## src/rtl/addr_debounce_bank_if.sv

```systemverilog
// Shared address/read bus between a decoder (master) and debounce banks (slave).
interface addr_debounce_bank_if #(
    parameter int CHANNELS = 8,
    parameter int ADDR_W   = 3
);
    logic [ADDR_W-1:0]   aBus;
    logic                rd;
    logic [CHANNELS-1:0] out;
    logic [CHANNELS-1:0] changed;
    logic                sel;

    modport master (output aBus, output rd, input out, input changed, input sel);
    modport slave  (input aBus, input rd, output out, output changed, output sel);
endinterface

```

## src/rtl/addr_debounce_bank.sv

```systemverilog
// Bank of complementary-contact switch debouncers with sticky change/fault flags,
// presented on a shared bus when the strapped address matches.
module addr_debounce_bank #(
    parameter int CHANNELS    = 8,
    parameter int ADDR_W      = 3,
    parameter int CNT_W       = 4,
    parameter int DEB_CYCLES  = 10,
    parameter int ADDR_INVERT = 1
) (
    input  logic                  clk,
    input  logic                  rst,
    input  logic [2*CHANNELS-1:0] in,
    input  logic [ADDR_W-1:0]     addr,
    output logic [CHANNELS-1:0]   fault,
    output logic                  irq,
    addr_debounce_bank_if.slave   bus
);
    localparam logic [CNT_W-1:0] DEB_LAST = CNT_W'(DEB_CYCLES - 1);

    logic [CHANNELS-1:0][CNT_W-1:0] cnt;
    logic [CHANNELS-1:0][CNT_W-1:0] cnt_nxt;
    logic [CHANNELS-1:0]            stable;
    logic [CHANNELS-1:0]            stable_nxt;
    logic [CHANNELS-1:0]            chg;
    logic [CHANNELS-1:0]            chg_pre;
    logic [CHANNELS-1:0]            chg_nxt;
    logic [CHANNELS-1:0]            fault_nxt;
    logic [CHANNELS-1:0]            acc;
    logic [CHANNELS-1:0]            fset;
    logic                           match;
    logic                           clr;

    assign match = (bus.aBus == ((ADDR_INVERT != 0) ? ~addr : addr));
    assign clr   = bus.rd & match;

    // Pair 00 is a contact in transit: everything holds. Pair 11 is illegal.
    always_comb begin
        cnt_nxt    = cnt;
        stable_nxt = stable;
        acc        = '0;
        fset       = '0;
        for (int i = 0; i < CHANNELS; i++) begin
            case ({in[2*i+1], in[2*i]})
                2'b11: begin
                    cnt_nxt[i] = '0;
                    fset[i]    = 1'b1;
                end
                2'b10, 2'b01: begin
                    if (in[2*i+1] == stable[i]) begin
                        cnt_nxt[i] = '0;
                    end else if (cnt[i] == DEB_LAST) begin
                        cnt_nxt[i]    = '0;
                        stable_nxt[i] = in[2*i+1];
                        acc[i]        = 1'b1;
                    end else begin
                        cnt_nxt[i] = cnt[i] + CNT_W'(1);
                    end
                end
                default: ;
            endcase
        end
    end

    // A read returns flags including same-edge events; new events survive the clear.
    assign chg_pre   = chg | acc;
    assign chg_nxt   = (clr ? '0 : chg) | acc;
    assign fault_nxt = (clr ? '0 : fault) | fset;

    always_ff @(posedge clk) begin
        if (rst) begin
            cnt         <= '0;
            stable      <= '0;
            chg         <= '0;
            fault       <= '0;
            irq         <= 1'b0;
            bus.sel     <= 1'b0;
            bus.out     <= '0;
            bus.changed <= '0;
        end else begin
            cnt         <= cnt_nxt;
            stable      <= stable_nxt;
            chg         <= chg_nxt;
            fault       <= fault_nxt;
            irq         <= |chg_nxt;
            bus.sel     <= match;
            bus.out     <= match ? stable_nxt : '0;
            bus.changed <= match ? chg_pre : '0;
        end
    end
endmodule

```

## src/flat_wrapper.sv

```systemverilog
// flat-port wrapper written by rule: the top's interface ports become plain ports
module addr_debounce_bank_flat 
#(
    parameter int CHANNELS    = 8,
    parameter int ADDR_W      = 3,
    parameter int CNT_W       = 4,
    parameter int DEB_CYCLES  = 10,
    parameter int ADDR_INVERT = 1
)
  (clk, rst, in, addr, fault, irq, bus_aBus, bus_rd, bus_out, bus_changed, bus_sel);
  addr_debounce_bank_if #(.CHANNELS(CHANNELS), .ADDR_W(ADDR_W)) bus_i ();
  input  logic clk;
  input  logic rst;
  input  logic [2*CHANNELS-1:0] in;
  input  logic [ADDR_W-1:0] addr;
  output logic [CHANNELS-1:0] fault;
  output logic irq;
  input wire logic [$bits(bus_i.aBus)-1:0] bus_aBus;
  input wire logic [$bits(bus_i.rd)-1:0] bus_rd;
  output wire logic [$bits(bus_i.out)-1:0] bus_out;
  output wire logic [$bits(bus_i.changed)-1:0] bus_changed;
  output wire logic [$bits(bus_i.sel)-1:0] bus_sel;
  assign bus_i.aBus = bus_aBus;
  assign bus_i.rd = bus_rd;
  assign bus_out = bus_i.out;
  assign bus_changed = bus_i.changed;
  assign bus_sel = bus_i.sel;
  addr_debounce_bank #(.CHANNELS(CHANNELS), .ADDR_W(ADDR_W), .CNT_W(CNT_W), .DEB_CYCLES(DEB_CYCLES), .ADDR_INVERT(ADDR_INVERT)) u_core (.clk(clk), .rst(rst), .in(in), .addr(addr), .fault(fault), .irq(irq), .bus(bus_i));
endmodule
```

## config.mk

```make
export PLATFORM = sky130hd
export DESIGN_NAME = addr_debounce_bank_flat
export DESIGN_NICKNAME = d
export VERILOG_FILES = /design/src/rtl/addr_debounce_bank_if.sv /design/src/rtl/addr_debounce_bank.sv /design/src/flat_wrapper.sv
export SDC_FILE = /design/constraint.sdc
export NUM_CORES = 1
export LEC_CHECK = 0
export ABC_CLOCK_PERIOD_IN_PS = 1790
export CAP_MARGIN = 0
export CORE_ASPECT_RATIO = 0.5
export CORE_MARGIN = 2
export CORE_UTILIZATION = 60
export CTS_CLUSTER_DIAMETER = 40
export CTS_CLUSTER_SIZE = 30
export DETAILED_ROUTE_END_ITERATION = 12
export DONT_BUFFER_PORTS = 1
export PLACE_DENSITY = 0.76
export SLEW_MARGIN = 20
export SYNTH_ARGS = -nofsm -noshare
export SYNTH_HDL_FRONTEND = slang
export SYNTH_SLANG_ARGS = --single-unit
```

## constraint.sdc

```tcl
create_clock -name clk -period 1.79 [get_ports clk]
set_input_delay 0.179 -clock clk [delete_from_list [all_inputs] [get_ports clk]]
set_output_delay 0.179 -clock clk [all_outputs]
set_load 0.01 [all_outputs]
```

* Yosys cells after proc, flatten, opt, wreduce, memory -nomap -nowiden
Cells that the tools add are included.
Word-level totals: logic and storage cells 170, output and inout port bits 26, bits in registers 74
Cells by class: bitwise gates (word level) 6, eq/ne operators 41, add/sub/neg operators 8, reduce and logical (&&, ||, !) cells 18, muxes and demuxes 82
Operators with widths (count):
- 2-to-1 mux 4 bit | 16
- case mux 4 bit (2 select lines) | 8
- 2-to-1 mux 1 bit | 56
- adder 4 x 1 -> 4 bit, second input constant | 8
- equality test 2 bit, second input constant | 16
- equality test 4 bit, second input constant | 8
- OR 8 bit | 3
- OR reduction 2 bit | 9
- equality test 2 x 1 -> 1 bit, second input constant | 8
- 2-to-1 mux 8 bit | 2
- nonzero test 2 bit | 8
- equality test 1 bit | 8
- OR reduction 8 bit | 1
- equality test 3 bit | 1
- NOT 3 bit | 1
- AND 1 bit | 1
- NOT 1 bit | 1

* Logic depth before layout (Yosys ltp)
Gate-level depths: netlist of run 1.
word-level depth 6, mapped depth 6

* Least setup slack after synthesis of run 1
No wires, ideal clock.
path type register to register, start register u_core.cnt[9] (netlist name), end register u_core.cnt[11] (netlist name), path slack 0.333 ns, buffers on the path 0, arrival 1.387 ns, required time 1.720 ns, stages on the path, launching flop included 7, period minus slack after synthesis 1.457 ns, cells stage by stage dfxtp_1 > inv_1 > ha_1 > nand3b_1 > nand3_1 > or4_1 > a21oi_1
Between the ends: longest elaborated chain between the ends 4, elaborated cells on any way between the ends 5
RTL lines:
- start: declaration | RTL line addr_debounce_bank.sv:20 | logic [CHANNELS-1:0][CNT_W-1:0] cnt;
- start signal: assignment | RTL line addr_debounce_bank.sv:80 | cnt <= cnt_nxt;
- adder 4 x 1 -> 4 bit or equality test 4 bit (tied branches) | RTL line addr_debounce_bank.sv:56, addr_debounce_bank.sv:51
- 2-to-1 mux 4 bit * | RTL line addr_debounce_bank.sv:51 | end else if (cnt[i] == DEB_LAST) begin
- 2-to-1 mux 4 bit * | RTL line addr_debounce_bank.sv:49 | if (in[2*i+1] == stable[i]) begin
- case mux 4 bit (2 select lines) * | RTL line addr_debounce_bank.sv:43 | case ({in[2*i+1], in[2*i]})
Every way passes the cells marked *; elsewhere a longest branch is shown, timed or not. A chain may end at the register's enable or synchronous reset.

* Worst setup path after layout of run 1
start register u_core.cnt[12] (netlist name), end register u_core.irq
Between the ends: longest elaborated chain between the ends 6
RTL lines:
- equality test 4 bit | RTL line addr_debounce_bank.sv:51
- 2-to-1 mux 1 bit | RTL line addr_debounce_bank.sv:51
- 2-to-1 mux 1 bit | RTL line addr_debounce_bank.sv:49
- 2-to-1 mux 1 bit | RTL line addr_debounce_bank.sv:43
- OR 8 bit | RTL line addr_debounce_bank.sv:66 | assign chg_nxt = (clr ? '0 : chg) | acc;
- OR reduction 8 bit | RTL line addr_debounce_bank.sv:84 | irq <= |chg_nxt;
- end signal: assignment | RTL line addr_debounce_bank.sv:84
- end: declaration | RTL line addr_debounce_bank.sv:15 | output logic irq,
No other way between the ends.

==> metrics.md, run 1 <==
| Metric | Value |
|---|---|
| CTS Buffer Depth | 2 |
| Max incr delay on CP | ~430 ps |
| H-tree Lvls | 3 |
| Fill cells | ~450 |
| Status | completed |
| Residual DRC | 0 |
| Row count | 19 |
| Post-Layout Inst Area | 0.00391 mm² |
| Predominant post-synthesis flop cell | dfxtp_1 |
| Max Cap Viol | 0 |
| Startpoint Class | flop |
| Die W | 113 µm |
| Clock latency on the worst-skew pair | 330 ps |
| RSZ-0062 raised after global routing | false |
| Share of the synthesized area in the top cell type | a little over two fifths |
| Layout Nets | 464 |
| Required time of the worst setup path | 2040 ps |
| Max-slew headroom | 78.0% |
| Hold path depth | 2 |
| Pwr dens | between 900 and 1000 mW/mm² |
| Sequential share of the synthesized area | a little over two fifths |
| Ys async rst share | 0% |
| Largest cells by area after synthesis | dfxtp_1 (42%), ha_1 (11%), a21oi_1 (6.5%) |
| Top cells by count, synth | dfxtp_1 (74), a21oi_1 (46), nand2_1 (45) |
| Input/output buffers | 0 |
| Initial Util | a little over three fifths |
| Fin. max-slew vios | 0 |
| Hpwl dp | ~4700 µm |
| I/O pin total | 51 |
| Syn Inst Count | roughly 400 |
| # diodes | 0 |
| Layout cells sized above 1 | between 4 and 5% |
| Vias post-DR | 2752 |
| Worst hold path class | input pin to flop |
| Syn_nets | 458 |
| Clock Pin Slew Worst Setup and Hold Paths | around 60 ps |
| Reg2reg setup slack | around 170 ps |
| Post-synth EDFFs | 0 |
| Clock root buffer | clkbuf_16 |
| Area leader, netlist | dfxtp_1 |
| Synth cell types | 36 |
| Leakage Power | roughly 1.6 nW |
| Crit-path cells | ha_1 > nand3b_1 > or3b_1 > and4_1 > a31oi_1 |
| Overall routed net length | 7030 µm |
| Endpoint, Worst Hold | u_core.stable[5] |
| Critical path capture point type | flop |
| Setup tns final | 0 ps |
| Worst Path Arrival | roughly 1900 ps |
| Die Y | approximately 58 µm |
| Worst Tran Pin Value | 328 ps |
| Post-route ant nets | 0 |
| Fin crit period | between 1500 and 2000 ps |
| First-pass GRT wire length | approximately 12000 µm |
| Period utilization | ~90% |
| CTS sink cnt | 74 |
| Post-CTS Setup Repair Bufs | 0 |
| Area Growth Syn to Fin | 10.4% |
| Fmax achieved | roughly 620 MHz |
| Finish-stage setup viols | 0 |
| Die ar. | about 0.0066 mm² |
| Final Skew | 4.72 ps |
| Number of iterations in the first detailed-routing pass | 4 |
| Gr usage total | a little under a quarter |
| Final Hold Vio Count | 0 |
| Initial antenna violation count | 0 |
| WL/cell | ~14 µm |
| RD Place Congestion | 0.762 |
| DR vias/cell | ~5.7 |
| Post-synthesis register bit count | 74 |
| Area of the core | 0.00559 mm² |
| Initial DRC Count | roughly 140 |
| Worst slack, placed | between 200 and 250 ps |
| Post-Place Cell Area | roughly 0.0036 mm² |
| CTS Buf Count | 9 |
| FF-to-FF Start | u_core.cnt[12] |
| YS warnings | 0 |
| CTS tree | built |
| Setup WS post-layout | 172 ps |
| Synthesized area | approximately 0.0035 mm² |
| Hold path start | in[11] |
| Most frequent cell after synthesis | dfxtp_1 |
| Kind of critical path | flop to flop |
| Max IR drop VDD | 0.718 mV |
| Reg2reg end | u_core.irq |
| R2R depth | 5 |
| Number of global-route vias before repair | 2660 |
| Overflow after GRT | 0 |
| Slowest cell on crit path | or3b_1 |
| Syn Area/Cell | 8.82 µm² |
| Worst Path Max Fanout | 4 |
| Largest net degree at the start of global routing | slightly below 60 |
## worst max-delay path: cells and delay by family, from the launching register on
family          cells  cell delay [ps]
simple gates        3              800
fa+ha+maj           1              210
flops               1              410
compound gates      1              130
## metrics by stage
stage                     total power (W)  hold WS, ps  std cells  util (%)
final                             0.00355         32.5        485      69.9
after global routing              0.00370         35.0        485      69.9
after CTS                         0.00358         22.6        485      69.9
after detailed placement          0.00194          256        468      64.7
after global placement            0.00193          254        468      64.7
after floorplan                   0.00191          259        401         -
## state kept, by name, indices dropped and copies added, names as in the netlist
register,flops
u_core.bus.changed,8
u_core.bus.out,8
u_core.bus.sel,1
u_core.chg,8
u_core.cnt,32
u_core.fault,8
u_core.irq,1
u_core.stable,8
## report_power, final
group          leakage, nW  switching, W  internal [W]
logic                0.871      0.000137     0.0000952
registers            0.599     0.0000306       0.00167
clock network        0.133      0.000646      0.000969
total                 1.60      0.000814       0.00274
## worst max-delay path by stage
stage	start	to	depth (start not counted)
6_report	u_core.cnt[12]	u_core.irq	5
2_1_floorplan	u_core.cnt[9]	u_core.cnt[11]	6
4_1_cts	u_core.cnt[17]	u_core.cnt[19]	6
3_3_place_gp	u_core.cnt[9]	u_core.cnt[11]	6
5_1_grt	u_core.cnt[12]	u_core.irq	5
3_5_place_dp	u_core.cnt[9]	u_core.cnt[11]	6
## logic make-up after synthesis
logic type	count (synthesis)	share of synthesized area [%]
buf+inv	45	4.88
compound gates	73	12.6
fa+ha+maj	32	11.3
mux	9	2.55
flops	74	41.9
simple gates	157	23.8
xor+xnor	11	2.94
## final cells by class
cell class                      instances  area (µm²)  share of cell area (%)
Multi-Input combinational cell        282        1880                    48.2
Sequential cell                        74        1480                    37.9
Clock buffer                           13         250                    6.41
Inverter                               36         135                    3.46
Tap cell                               73        91.3                    2.34
Timing Repair Buffer                    4        50.0                    1.28
Clock inverter                          3        15.0                   0.384
## per-layer routing
metal / up-vias / part of all wire (%) / track usage [%]
met1: 1278 / 43 / 24.8
met4: 0 / 1.6 / 8.71
li1: 1391 / - / -
met2: 69 / 49 / 41.1
met3: 14 / 6.0 / 9.47
met5: - / 0 / 0
## placed cells by master (no fill, tap or decap), drive strengths merged
master,synthesis,final
a41o,7,7
a21oi,46,46
and4b,1,1
nand4,1,1
or3b,4,4
clkinv,0,3
a31oi,1,1
inv,36,36
xor2,11,11
a21boi,4,4
nor2,27,27
nand4b,8,8
a22oi,1,1
o211ai,1,1
buf,3,4
or3,18,18
nand2,45,45
ha,32,32
a21o,8,8
clkbuf,6,13
o21a,4,4
and3,2,2
nor4,3,3
nand3b,8,8
and4,1,1
o21ai,1,1
and2,8,8
or4,6,6
nand3,14,14
nor3,1,1
dfxtp,74,74
mux2i,9,9
nor2b,5,5
nand2b,5,5
## what timing repair did
item | CTS | global route
hold buffers | 1 | 0
hold endpoints to repair | 57 | 0
gates resized for setup | 0 | 0
No activity file was read; power rests on OpenSTA's default activity.
==> run 2, diff against run 1 <==
--- a/config.mk
+++ b/config.mk
@@ -15,7 +15,7 @@
 export DETAILED_ROUTE_END_ITERATION = 12
 export DONT_BUFFER_PORTS = 1
 export PLACE_DENSITY = 0.76
-export SLEW_MARGIN = 20
+export SLEW_MARGIN = 40
 export SYNTH_ARGS = -nofsm -noshare
 export SYNTH_HDL_FRONTEND = slang
 export SYNTH_SLANG_ARGS = --single-unit
==> results of run 2 <==
The final DEF is identical to that of run 1; final timing and power are the same.
==> run 3, diff against run 2 <==
--- a/config.mk
+++ b/config.mk
@@ -5,6 +5,7 @@
 export SDC_FILE = /design/constraint.sdc
 export NUM_CORES = 1
 export LEC_CHECK = 0
+export ABC_AREA = 1
 export ABC_CLOCK_PERIOD_IN_PS = 1790
 export CAP_MARGIN = 0
 export CORE_ASPECT_RATIO = 0.5
@@ -14,6 +15,7 @@
 export CTS_CLUSTER_SIZE = 30
 export DETAILED_ROUTE_END_ITERATION = 12
 export DONT_BUFFER_PORTS = 1
+export GPL_ROUTABILITY_DRIVEN = 1
 export PLACE_DENSITY = 0.76
 export SLEW_MARGIN = 40
 export SYNTH_ARGS = -nofsm -noshare
==> run 3 against run 2 <==
Compared with the run above:
- worst hold slack worse by 19 ps
- non-clock buffer count decreased by 2
- clock skew about the same
- first-iteration DRC count is 21% higher
- sequential share of layout area is 0.97 points lower
- power up 9.7%
- largest cell class unchanged
- worst setup slack gained 120 ps
==> metrics.md, run 3 <==
| Metric | Value |
|---|---|
| Status | completed |
| YS warnings | 0 |
| First-pass GRT wire length | around 12000 µm |
| Number of global-route vias before repair | 2808 |
| Hold path depth | 3 |
| Initial Util | between 60% and 70% |
| Setup tns final | 0 ps |
| Clock latency on the worst-skew pair | between 300 and 400 ps |
| Worst Path Max Fanout | 4 |
| Fin crit period | around 1500 ps |
| Syn_nets | 516 |
| Post-CTS Setup Repair Bufs | 0 |
| Finish-stage setup viols | 0 |
| # diodes | 0 |
| RSZ-0062 raised after global routing | false |
| Max IR drop VDD | 0.756 mV |
| Largest register FFs | 32 |
| Syn Area/Cell | approximately 7.8 µm² |
| Resized Gates After CTS | 0 |
| Post-route ant nets | 0 |
| Layout Utilization | a little under three quarters |
| Top cells by count, synth | inv_1 (80), dfxtp_1 (74), nor2_1 (64) |
| CTS tree | built |
| Most frequent cell after synthesis | inv_1 |
| Hpwl dp | roughly 5000 µm |
| Sequential share of the synthesized area | 41.2% |
| Largest Register | u_core.cnt |
| CTS sink cnt | 74 |
| Share of the synthesized area in the top cell type | roughly two fifths |
| Reg2reg setup slack | about 300 ps |
| Residual DRC | 0 |
| Pwr dens | a little under 1000 mW/mm² |
| Worst Tran Pin Value | between 300 and 400 ps |
| Hold path start | rst |
| Fmax achieved | 669 MHz |
| Predominant post-synthesis flop cell | dfxtp_1 |
| Leakage Power | between 1.5 and 2 nW |
| R2R depth | 10 |
| Period utilization | between 80% and 90% |
| Worst Path Arrival | 1720 ps |
| Number of iterations in the first detailed-routing pass | 4 |
| Synthesized area | roughly 0.0036 mm² |
| RD Place Congestion | approximately 0.8 |
| Initial antenna violation count | 0 |
| Final Skew | roughly 5 ps |
| Area leader, netlist | dfxtp_1 |
| Layout cells sized above 1 | 8.96% |
| Fin. max-slew vios | 0 |
| H-tree Lvls | 3 |
| Ys async rst share | 0% |
| Overflow after GRT | 0 |
| Post-synthesis register bit count | 74 |
| Most common cell after layout, fill and taps aside | inv_1 |
| Area Growth Syn to Fin | 11.4% |
| Row count | 19 |
| Endpoint, Worst Hold | u_core.cnt[19] |
| Syn Inst Count | around 460 |
| FF-to-FF Start | u_core.cnt[1] |
| Vias post-DR | roughly 2900 |
| Layout Cells excl Fill | about 540 |
| Required time of the worst setup path | 2010 ps |
| Max Cap Viol | 0 |
| Die W | approximately 110 µm |
| Die Y | approximately 59 µm |
| I/O pin total | 51 |
| Fill cells | around 440 |
| Overall routed net length | approximately 7100 µm |
| WL/cell | approximately 13 µm |
| Startpoint Class | flop |
| Max-slew headroom | roughly 76% |
| Gr usage total | a little under a quarter |
| Final Hold Vio Count | 0 |
| Reg2reg end | u_core.irq |
| Synth cell types | 29 |
| Layout Nets | between 500 and 600 |
| Critical path capture point type | flop |
| Largest cells by area after synthesis | dfxtp_1 (41%), ha_1 (11%), inv_1 (8.3%) |
| Input/output buffers | 0 |
| Clock Pin Slew Worst Setup and Hold Paths | about 60 ps |
| Post-placement cell count | 524 |
| CTS Buffer Depth | 2 |
| Post-synth EDFFs | 0 |
| Largest net degree at the start of global routing | between 60 and 70 |
| Clock root buffer | clkbuf_16 |
| Kind of critical path | flop to flop |
| Initial DRC Count | ~160 |
| Worst hold path class | input pin to flop |
| CTS Buf Count | 9 |
| Most frequent cells in the layout | inv_1 (80), dfxtp_1 (74), nor2_1 (64) |
| Die ar. | between 0.006 and 0.007 mm² |
| DR vias/cell | around 5.3 |
| Area of the core | around 0.0056 mm² |
[run 3: worst max-delay path by stage]
| stage | start | end | slack (ps) |
|---|---|---|---|
| after floorplan | u_core.cnt[21] | u_core.irq | 480 |
| final | u_core.cnt[1] | u_core.irq | 290 |
| after global routing | u_core.cnt[0] | u_core.irq | 150 |
| after global placement | u_core.cnt[13] | u_core.irq | 430 |
| after CTS | u_core.cnt[1] | u_core.irq | 320 |
| after detailed placement | u_core.cnt[13] | u_core.irq | 340 |
[run 3: cell type report]
| class | count | area, µm² | area share [%] |
|---|---|---|---|
| Tap cell | 73 | 91.3 | 2.28 |
| Inverter | 85 | 319 | 7.96 |
| Clock buffer | 10 | 229 | 5.71 |
| Sequential cell | 74 | 1480 | 37.0 |
| Timing Repair Buffer | 2 | 37.5 | 0.936 |
| Multi-Input combinational cell | 292 | 1760 | 43.9 |
| Clock inverter | 6 | 91.3 | 2.28 |
[run 3: cells by family (layout without fill, tap and decap cells)]
| family | count (synthesis) | in the layout | share of synthesized area [%] |
|---|---|---|---|
| AOI/OAI and AO/OA | 69 | 69 | 11.1 |
| adders and majority gates | 32 | 32 | 11.1 |
| and+or+nand+nor | 179 | 179 | 23.7 |
| buffers and inverters | 93 | 103 | 9.91 |
| xor gates and xnor gates | 12 | 12 | 2.92 |
| DFF | 74 | 74 | 41.2 |
[run 3: metal layers]
metal / global-route usage (%) / vias up / wire (µm)
met5: 0 / - / 0
met4: 8.36 / 0 / 113
met3: 9.47 / 12 / 343
met2: 42.0 / 44 / 3500
met1: 26.0 / 1340 / 3170
li1: - / 1485 / -
[run 3: report_power, final]
| group | switching, W | internal [W] |
|---|---|---|
| Combinational | 0.000160 | 0.0000980 |
| Clock | 0.000700 | 0.00122 |
| Sequential | 0.0000358 | 0.00168 |
| Total | 0.000895 | 0.00300 |
[run 3: metrics by stage]
| stage | area (µm²) | hold slack (ps) | setup slack, ps | power [W] |
|---|---|---|---|---|
| detailed placement | 3650 | 257 | 337 | 0.00198 |
| global route | 4010 | 13.4 | 150 | 0.00404 |
| finish | 4010 | 13.2 | 295 | 0.00390 |
| floorplan | 3600 | 273 | 478 | 0.00195 |
| CTS | 4010 | 2.87 | 316 | 0.00392 |
| global placement | 3650 | 254 | 430 | 0.00196 |
[run 3: worst max-delay path: stages, from the launching register on]
cell     delay, ps
dfxtp_1        380
inv_1           60
ha_1           170
nand3_1        160
nor2_1         100
nand2_1         90
nand2_1         60
nor2_1         130
nand2_1         80
nor2_1         110
nor2_1          40
[run 3: timing repair]
item / 4_1_cts / 5_1_grt
endpoints found under the hold margin: 63 / 0
hold buffers: 2 / 0
endpoints found under the setup margin: 0 / 0
